===== config.mk =====
export PLATFORM = sky130hd
export DESIGN_NAME = dma_mem_port_flat
export DESIGN_NICKNAME = d
export VERILOG_FILES = /design/src/rtl/dma_pkg.sv /design/src/rtl/dma_mem_port_if.sv /design/src/rtl/mem_byte_ram.sv /design/src/rtl/dma_mem_port.sv /design/src/flat_wrapper.sv
export SDC_FILE = /design/constraint.sdc
export NUM_CORES = 2
export LEC_CHECK = 0
export CAP_MARGIN = 20
export CORE_MARGIN = 2
export CORE_UTILIZATION = 55
export CTS_CLUSTER_DIAMETER = 150
export DETAILED_ROUTE_END_ITERATION = 8
export GPL_TIMING_DRIVEN = 1
export PLACE_DENSITY = 0.82
export SYNTH_ARGS = -nofsm -noshare
export SYNTH_HDL_FRONTEND = slang
export SYNTH_SLANG_ARGS = --single-unit

===== constraint.sdc =====
create_clock -name clk -period 4.6 [get_ports clk]
set_input_delay 0.69 -clock clk [delete_from_list [all_inputs] [get_ports clk]]
set_output_delay 0.69 -clock clk [all_outputs]
set_load 0.005 [all_outputs]

===== src/rtl/dma_pkg.sv =====
// Shared types and helpers for the DMA memory-side port.
// Holds the port state encoding, nibble ordering and the handshake helper.
package dma_pkg;

  typedef enum logic [2:0] {
    ST_IDLE,
    ST_WR_LO,
    ST_WR_HI,
    ST_RD_FETCH,
    ST_RD_LO,
    ST_RD_HI,
    ST_DONE
  } port_state_t;

  localparam bit NIB_LO_FIRST = 1'b1;

  function automatic logic fire(input logic valid, input logic enable);
    return valid & enable;
  endfunction

endpackage


===== src/rtl/dma_mem_port_if.sv =====
// Descriptor, nibble-stream and status signals between the DMA engine and
// the memory-side port. The DMA drives the master side, the port the slave side.
interface dma_mem_port_if #(
  parameter int LEN_W = 32
);

  logic             mode;
  logic             addr_in_valid;
  logic             addr_in_enable;
  logic [31:0]      addr_in;
  logic [LEN_W-1:0] len_in;
  logic             dma_to_mem_valid;
  logic             dma_to_mem_enable;
  logic [3:0]       mem_in_socket;
  logic             mem_to_dma_valid;
  logic             mem_to_dma_enable;
  logic [3:0]       mem_out_socket;
  logic             busy;
  logic             done;

  modport master (
    output mode, addr_in_valid, addr_in, len_in,
    output dma_to_mem_valid, mem_in_socket, mem_to_dma_enable,
    input  addr_in_enable, dma_to_mem_enable, mem_to_dma_valid,
    input  mem_out_socket, busy, done
  );

  modport slave (
    input  mode, addr_in_valid, addr_in, len_in,
    input  dma_to_mem_valid, mem_in_socket, mem_to_dma_enable,
    output addr_in_enable, dma_to_mem_enable, mem_to_dma_valid,
    output mem_out_socket, busy, done
  );

endinterface


===== src/rtl/mem_byte_ram.sv =====
// Single-port byte RAM with synchronous write and one-cycle registered read.
// Contents are deliberately not reset; the read register only updates on i_re.
module mem_byte_ram #(
  parameter int ADDR_W = 8
) (
  input  logic              clk,
  input  logic              i_we,
  input  logic              i_re,
  input  logic [ADDR_W-1:0] i_addr,
  input  logic [7:0]        i_wdata,
  output logic [7:0]        o_rdata
);

  logic [7:0] r_mem [0:(1 << ADDR_W) - 1];

  always_ff @(posedge clk) begin
    if (i_we) begin
      r_mem[i_addr] <= i_wdata;
    end
    if (i_re) begin
      o_rdata <= r_mem[i_addr];
    end
  end

endmodule


===== src/rtl/dma_mem_port.sv =====
// Memory-side DMA endpoint: takes a descriptor, then packs incoming nibbles
// into RAM bytes (write mode) or unpacks RAM bytes into outgoing nibbles (read mode).
module dma_mem_port
  import dma_pkg::*;
#(
  parameter int ADDR_W = 8,
  parameter int LEN_W  = 32
) (
  input  logic         clk,
  input  logic         resetn,
  dma_mem_port_if.slave bus
);

  port_state_t       r_state;
  port_state_t       w_stateNext;
  logic [ADDR_W-1:0] r_addr;
  logic [LEN_W-1:0]  r_remain;
  logic [3:0]        r_nibLo;

  logic r_addrInEnable;
  logic r_dmaToMemEnable;
  logic r_memToDmaValid;
  logic r_busy;
  logic r_done;

  logic       w_descFire;
  logic       w_wrFire;
  logic       w_rdFire;
  logic       w_byteDone;
  logic       w_ramWe;
  logic       w_ramRe;
  logic [7:0] w_wrByte;
  logic [7:0] w_ramQ;
  logic       w_unusedAddrHi;

  assign w_unusedAddrHi = ^bus.addr_in[31:ADDR_W];

  // Handshakes are qualified by the registered enables, never by raw state.
  assign w_descFire = fire(bus.addr_in_valid, r_addrInEnable);
  assign w_wrFire   = fire(bus.dma_to_mem_valid, r_dmaToMemEnable);
  assign w_rdFire   = fire(bus.mem_to_dma_enable, r_memToDmaValid);

  assign w_wrByte = NIB_LO_FIRST ? {bus.mem_in_socket, r_nibLo}
                                 : {r_nibLo, bus.mem_in_socket};

  always_comb begin
    w_stateNext = r_state;
    w_ramWe     = 1'b0;
    w_ramRe     = 1'b0;
    w_byteDone  = 1'b0;
    case (r_state)
      ST_IDLE: begin
        if (w_descFire) begin
          if (bus.len_in == '0) begin
            w_stateNext = ST_DONE;
          end else if (bus.mode) begin
            w_stateNext = ST_WR_LO;
          end else begin
            w_stateNext = ST_RD_FETCH;
          end
        end
      end
      ST_WR_LO: begin
        if (w_wrFire) begin
          w_stateNext = ST_WR_HI;
        end
      end
      ST_WR_HI: begin
        if (w_wrFire) begin
          w_ramWe     = 1'b1;
          w_byteDone  = 1'b1;
          w_stateNext = (r_remain == LEN_W'(1)) ? ST_DONE : ST_WR_LO;
        end
      end
      ST_RD_FETCH: begin
        w_ramRe     = 1'b1;
        w_stateNext = ST_RD_LO;
      end
      ST_RD_LO: begin
        if (w_rdFire) begin
          w_stateNext = ST_RD_HI;
        end
      end
      ST_RD_HI: begin
        if (w_rdFire) begin
          w_byteDone  = 1'b1;
          w_stateNext = (r_remain == LEN_W'(1)) ? ST_DONE : ST_RD_FETCH;
        end
      end
      ST_DONE: begin
        w_stateNext = ST_IDLE;
      end
      default: begin
        w_stateNext = ST_IDLE;
      end
    endcase
  end

  // Status outputs are registered from the next state so they line up with
  // r_state while still coming out of reset at zero.
  always_ff @(posedge clk) begin
    if (resetn) begin
      r_state          <= ST_IDLE;
      r_addr           <= '0;
      r_remain         <= '0;
      r_nibLo          <= '0;
      r_addrInEnable   <= 1'b0;
      r_dmaToMemEnable <= 1'b0;
      r_memToDmaValid  <= 1'b0;
      r_busy           <= 1'b0;
      r_done           <= 1'b0;
    end else begin
      r_state          <= w_stateNext;
      r_addrInEnable   <= (w_stateNext == ST_IDLE);
      r_dmaToMemEnable <= (w_stateNext == ST_WR_LO) || (w_stateNext == ST_WR_HI);
      r_memToDmaValid  <= (w_stateNext == ST_RD_LO) || (w_stateNext == ST_RD_HI);
      r_busy           <= (w_stateNext != ST_IDLE);
      r_done           <= (w_stateNext == ST_DONE);
      if (w_descFire) begin
        r_addr   <= bus.addr_in[ADDR_W-1:0];
        r_remain <= bus.len_in;
      end else if (w_byteDone) begin
        r_addr   <= r_addr + 1'b1;
        r_remain <= r_remain - 1'b1;
      end
      if ((r_state == ST_WR_LO) && w_wrFire) begin
        r_nibLo <= bus.mem_in_socket;
      end
    end
  end

  mem_byte_ram #(
    .ADDR_W(ADDR_W)
  ) u_ram (
    .clk    (clk),
    .i_we   (w_ramWe),
    .i_re   (w_ramRe),
    .i_addr (r_addr),
    .i_wdata(w_wrByte),
    .o_rdata(w_ramQ)
  );

  // The read byte sits in the RAM output register, so the selected nibble
  // stays stable for as long as the DMA stalls.
  always_comb begin
    bus.mem_out_socket = 4'h0;
    case (r_state)
      ST_RD_LO: bus.mem_out_socket = NIB_LO_FIRST ? w_ramQ[3:0] : w_ramQ[7:4];
      ST_RD_HI: bus.mem_out_socket = NIB_LO_FIRST ? w_ramQ[7:4] : w_ramQ[3:0];
      default:  bus.mem_out_socket = 4'h0;
    endcase
  end

  assign bus.addr_in_enable    = r_addrInEnable;
  assign bus.dma_to_mem_enable = r_dmaToMemEnable;
  assign bus.mem_to_dma_valid  = r_memToDmaValid;
  assign bus.busy              = r_busy;
  assign bus.done              = r_done;

endmodule


===== src/flat_wrapper.sv =====
// flat-port wrapper written by rule: the top's interface ports become plain ports
module dma_mem_port_flat import dma_pkg::*;
#(
  parameter int ADDR_W = 8,
  parameter int LEN_W  = 32
)
  (clk, resetn, bus_mode, bus_addr_in_valid, bus_addr_in, bus_len_in, bus_dma_to_mem_valid, bus_mem_in_socket, bus_mem_to_dma_enable, bus_addr_in_enable, bus_dma_to_mem_enable, bus_mem_to_dma_valid, bus_mem_out_socket, bus_busy, bus_done);
  dma_mem_port_if #(.LEN_W(LEN_W)) bus_i ();
  input  logic clk;
  input  logic resetn;
  input wire logic [$bits(bus_i.mode)-1:0] bus_mode;
  input wire logic [$bits(bus_i.addr_in_valid)-1:0] bus_addr_in_valid;
  input wire logic [$bits(bus_i.addr_in)-1:0] bus_addr_in;
  input wire logic [$bits(bus_i.len_in)-1:0] bus_len_in;
  input wire logic [$bits(bus_i.dma_to_mem_valid)-1:0] bus_dma_to_mem_valid;
  input wire logic [$bits(bus_i.mem_in_socket)-1:0] bus_mem_in_socket;
  input wire logic [$bits(bus_i.mem_to_dma_enable)-1:0] bus_mem_to_dma_enable;
  output wire logic [$bits(bus_i.addr_in_enable)-1:0] bus_addr_in_enable;
  output wire logic [$bits(bus_i.dma_to_mem_enable)-1:0] bus_dma_to_mem_enable;
  output wire logic [$bits(bus_i.mem_to_dma_valid)-1:0] bus_mem_to_dma_valid;
  output wire logic [$bits(bus_i.mem_out_socket)-1:0] bus_mem_out_socket;
  output wire logic [$bits(bus_i.busy)-1:0] bus_busy;
  output wire logic [$bits(bus_i.done)-1:0] bus_done;
  assign bus_i.mode = bus_mode;
  assign bus_i.addr_in_valid = bus_addr_in_valid;
  assign bus_i.addr_in = bus_addr_in;
  assign bus_i.len_in = bus_len_in;
  assign bus_i.dma_to_mem_valid = bus_dma_to_mem_valid;
  assign bus_i.mem_in_socket = bus_mem_in_socket;
  assign bus_i.mem_to_dma_enable = bus_mem_to_dma_enable;
  assign bus_addr_in_enable = bus_i.addr_in_enable;
  assign bus_dma_to_mem_enable = bus_i.dma_to_mem_enable;
  assign bus_mem_to_dma_valid = bus_i.mem_to_dma_valid;
  assign bus_mem_out_socket = bus_i.mem_out_socket;
  assign bus_busy = bus_i.busy;
  assign bus_done = bus_i.done;
  dma_mem_port #(.ADDR_W(ADDR_W), .LEN_W(LEN_W)) u_core (.clk(clk), .resetn(resetn), .bus(bus_i));
endmodule

---- Yosys cells after proc, flatten, opt, wreduce, memory -nomap -nowiden ----
Memories as Yosys holds them, arrays and structs flattened. A register that Yosys moved wholly into a read port is not among the register bits.
Index checks and enable logic that the tools add are counted.
storage, ports and cells
  register bits ........................... 52
  RAM bits ................................ 2048
  output and inout bits ................... 9
  logic and storage cells ................. 56
  memories kept ........................... 1
memory list
  name                depth  bits a word  rd ports  clocked after memory_dff  wr ports  RTL line            RTL
  u_core.u_ram.r_mem  256    8            1         1                         1         mem_byte_ram.sv:14  logic [7:0] r_mem [0:(1 << ADDR_W) - 1];
cells by class
  add/subtract/negate cells ............... 2
  eq/ne operators ......................... 11
  mux-type cells .......................... 22
  bitwise gates (word level) .............. 3
  reduce and logical (&&, ||, !) cells .... 8
operators by type and width
  operator                                                               number
  32-bit two-way mux                                                     2
  32-bit by 1-bit == test with 1-bit output (second input constant)      1
  32-bit logical NOT                                                     1
  32-bit by 1-bit subtractor with 32-bit output (second input constant)  1
  3-bit two-way mux                                                      8
  3-bit one-hot mux with 6 select lines                                  1
  8-bit two-way mux                                                      2
  3-bit == test (second input constant)                                  5
  3-bit by 2-bit == test with 1-bit output (second input constant)       3
  8-bit by 1-bit adder with 8-bit output (second input constant)         1
  4-bit one-hot mux with 2 select lines                                  1
  3-bit by 1-bit == test with 1-bit output (second input constant)       2
  3-bit logical NOT                                                      2
  1-bit two-way mux                                                      6
  1-bit bitwise AND                                                      3
  3-bit nonzero test                                                     1
  1-bit logical OR                                                       2
  2-bit two-way mux                                                      1
  1-bit one-hot mux with 2 select lines                                  1
  2-bit nonzero test                                                     1
  1-bit logical AND                                                      1

---- Depth between registers and ports, before layout ----
  depth after elaboration ................. 6
  gate-level depth with buffers ........... 13
  mapped depth without buffers ............ 9

---- Hierarchy ----
From an unflattened synthesis, not the netlist that was laid out.
unflattened totals
  cells, all modules ...................... 3874
  area total of the unflattened synthesis .. 81345.5 um^2
by module, submodules not included
  module        instances  cells an instance  area an instance (um^2)  seq. area each (um^2)
  mem_byte_ram  1          3547               78572.9                  61739.2
  dma_mem_port  1          327                2772.7                   1041.0

---- Worst setup path after synthesis ----
OpenSTA, ideal clock, no wires.
  kind .................................... register to register
  from .................................... register u_core.r_nibLo[0]
  to ...................................... memory u_core.u_ram.r_mem[0][0] (data pin)
  data arrival time ....................... 3.397 ns
  required time ........................... 3.744 ns
  path slack .............................. 0.347 ns
  stages on the path, launching flop included .. 1
  path buffers ............................ 0
  period minus slack after synthesis ...... 4.253 ns
  cell sequence ........................... dfxtp_1
RTL lines
  what                    RTL line             RTL
  from (decl)             dma_mem_port.sv:18   logic [3:0] r_nibLo;
  from (signal assigned)  dma_mem_port.sv:127  r_nibLo <= bus.mem_in_socket;
  to (decl)               mem_byte_ram.sv:14
No word-level cell before the write port.

==> flow_summary.json <==
{
  "status": "complete, but fails checks",
  "violations": "design-rule violations",
  "fillers": 9508,
  "multi_input_area_um2": 18600,
  "core_um2": 149000,
  "leakagePower_uw": 0.0271,
  "ys_types": 82,
  "final-seq-area_um2": 62800,
  "holdBufCountCts": 0,
  "avgSynthCellArea_um2": 19.7,
  "yosys_warnings": 0,
  "final_hold_viol_count": 0,
  "nNetsFinal": 4670,
  "clock_path_buffers": 3,
  "fin_tns_setup_ns": 0,
  "grt_antenna_before_repair": 14,
  "timing.slew.headroom_pct": 15.0,
  "worstPathMaxFanout": 65,
  "synth-edff-count": 2056,
  "pre_cts_slack_ns": 0.689,
  "synth_area_leaders": "edfxtp_1 75%, mux4_2 12%, mux2i_1 2.4%, nor2_1 1.7%, a22oi_1 1.4%",
  "gr-total-overflow": 0,
  "fmax_ghz": 0.234,
  "die_h_um": 391,
  "setup_ws_ns": 0.317,
  "tightest_slew_ns": 1.27,
  "synthCells": 4195,
  "dieArea_um2": 153000,
  "drc_errors": 29,
  "ant_nets": 0,
  "cts-root-buf": "clkbuf_16",
  "cts_buffers": 195,
  "power_density_nw_per_um2": 431,
  "required_ns": 5.13,
  "drive_above_1_share_pct": 24.4,
  "dr.first_iter.drc_count": 8652,
  "die_x_um": 391,
  "whs_ns": 0.323,
  "vias_per_cell": 6.95,
  "hold_class": "in2reg",
  "routed_wl_um": 237000,
  "htree_levels": 4,
  "fin_util_pct": 63.0,
  "synth_fp_nets": 4275,
  "ys_ff_latch": 2108,
  "dr_total_vias": 47103,
  "crit_arrival_ns": 4.82,
  "synth-seq-area-share_pct": 76.1,
  "cts_resized": 0,
  "grt_pass1_vias": 46144,
  "grt_pass1_wl_um": 333000,
  "grt_max_degree": 134,
  "cts_tree": "done",
  "rows": 142,
  "io_pins": 83,
  "synth-async-reset-ratio_pct": 0,
  "synthFlopType": "edfxtp_1",
  "period_share_pct": 93.1,
  "ir_drop_mv": 0.362,
  "post_drt_wl_per_cell_um": 35.0,
  "worstSetupEndpointType": "flop",
  "synth_top_area_cell": "edfxtp_1",
  "dp_cells": 6409,
  "portBuffers": 58,
  "rsz0062_at_grt": "false",
  "setup_violations": 0,
  "synth_top_area_share_pct": 74.8,
  "skew_ns": 0.0399,
  "fin_cells": 6773,
  "drv_cap": 0,
  "clk_pin_slew_worst_paths_ns": 0.07,
  "final.min_clock_period_ns": 4.28,
  "gp_congestion": 1.00,
  "firstDrtPassIters": 9,
  "slew_viol_final": 0,
  "cts_num_sinks": 2108,
  "synth_area_um2": 82500,
  "worstSetupPathType": "reg2reg",
  "crit_path_start_kind": "flop",
  "area_delta_synth_final_pct": 14.0,
  "dp_hpwl_um": 146000,
  "clock_latency_ns": 0.83,
  "postCtsSetupBuffers": 0,
  "track_usage_pct": 30.9,
  "initial_core_util_pct": 55.2
}
## flip-flops by register name, indices dropped and copies added (netlist names)
| name | cells |
|---|---|
| u_core.bus.addr_in_enable | 1 |
| u_core.bus.busy | 1 |
| u_core.bus.dma_to_mem_enable | 1 |
| u_core.bus.done | 1 |
| u_core.bus.mem_to_dma_valid | 1 |
| u_core.r_addr | 8 |
| u_core.r_nibLo | 4 |
| u_core.r_remain | 32 |
| u_core.r_state | 3 |
| u_core.u_ram.o_rdata | 8 |
| u_core.u_ram.r_mem | 2048 |
## path summary, 6_finish.rpt
kind                               startpoint                                  end  slack [ns]  depth (start not counted)
min                      bus_mem_in_socket[2]  u_core.u_ram.r_mem[95][6]$_DFFE_PP_        0.32                          1
max reg2reg     u_core.r_addr[1]$_SDFFE_PP0P_    u_core.u_ram.o_rdata[6]$_DFFE_PP_        0.32                          7
min reg2reg  u_core.r_remain[25]$_SDFFE_PP0P_     u_core.r_remain[25]$_SDFFE_PP0P_        0.54                          2
max             u_core.r_addr[1]$_SDFFE_PP0P_    u_core.u_ram.o_rdata[6]$_DFFE_PP_        0.32                          7
## synth_stat cells (7+ instances only)
| cell | count |
|---|---|
| nor2_1 | 366 |
| nor4_1 | 20 |
| a31oi_1 | 15 |
| o2111ai_1 | 12 |
| o211ai_1 | 11 |
| nor2b_1 | 12 |
| buf_4 | 20 |
| nand3_1 | 73 |
| a221oi_1 | 10 |
| clkbuf_1 | 109 |
| mux4_2 | 436 |
| buf_2 | 99 |
| edfxtp_1 | 2056 |
| nor3_1 | 38 |
| or3_1 | 11 |
| mux2i_1 | 196 |
| o22ai_1 | 10 |
| xnor2_1 | 22 |
| buf_1 | 26 |
| inv_1 | 8 |
| and3_1 | 18 |
| a211oi_1 | 37 |
| xor2_1 | 12 |
| a22oi_1 | 151 |
| a32oi_1 | 10 |
| or4_1 | 9 |
| nand2_1 | 125 |
| o21ai_0 | 26 |
| a311oi_1 | 7 |
| dfxtp_1 | 52 |
| a21oi_1 | 58 |
| nand4_1 | 26 |
## where the power goes
part	switching (µW)	internal, µW	total, µW
sequential	193	21000	21200
clock	7050	8760	15800
combinational	2270	1280	3540
total	9500	31100	40600
## routing by layer
metal	part of all wire (%)	GRT usage, %
met4	7.3	18.0
met3	15	11.2
met2	45	47.0
met1	32	38.5
met5	0.064	0.191
## per-stage QoR
step           power, µW  area, µm²
2_1_floorplan      23500      82500
6_report           40600      94100
4_1_cts            40400      94100
5_1_grt            41300      94100
3_3_place_gp       24900      87900
3_5_place_dp       25000      87900
## final cells by class
| class | count | area share (%) |
|---|---|---|
| Antenna cell | 6 | 0.0160 |
| Clock buffer | 249 | 5.52 |
| Clock inverter | 109 | 1.04 |
| Inverter | 9 | 0.0386 |
| Multi-Input combinational cell | 1820 | 19.8 |
| Sequential cell | 2108 | 66.8 |
| Tap cell | 2016 | 2.68 |
| Timing Repair Buffer | 456 | 4.14 |
## critical path, cell delays in order (launching register included)
cell	delay [ns]
dfxtp_4	0.86
buf_12	0.45
mux4_2	0.38
a22oi_1	0.52
o21ai_0	0.31
or4_1	0.53
nor4_1	0.71
nand4_1	0.16
## placed cells by master, fill, tap and decap left out, drive strengths merged, types with 7 or more instances in the layout
cell type      instances
nor3                  38
nor4                  22
clkinvlp               9
a221oi                10
a211oi                37
or3                   13
mux2i                196
a31oi                 15
a311oi                 7
nor2                 367
a32oi                 10
xor2                  12
dfxtp                 52
clkinv                84
edfxtp              2056
and3                  18
or4                   13
inv                   11
nand2                125
clkbuf               251
bufinv                14
o22ai                 11
o211ai                11
nor2b                 14
a21oi                 58
xnor2                 22
o21ai                 27
buf                  401
o2111ai               12
a22oi                151
mux4                 436
nand3                 73
nand4b                 7
clkdlybuf4s50         53
nand4                 26
## kinds of logic after synthesis
kind of cell | Yosys count | synth area share [%]
xor gates and xnor gates | 34 | 0.361
DFF | 2108 | 76.1
adders and majority gates | 6 | 0.0910
AOI/OAI and AO/OA | 382 | 3.31
muxes | 635 | 14.3
buffers and inverters | 267 | 1.48
and+or+nand+nor | 763 | 4.37
Note: power is estimated with default switching activity, not from simulation.
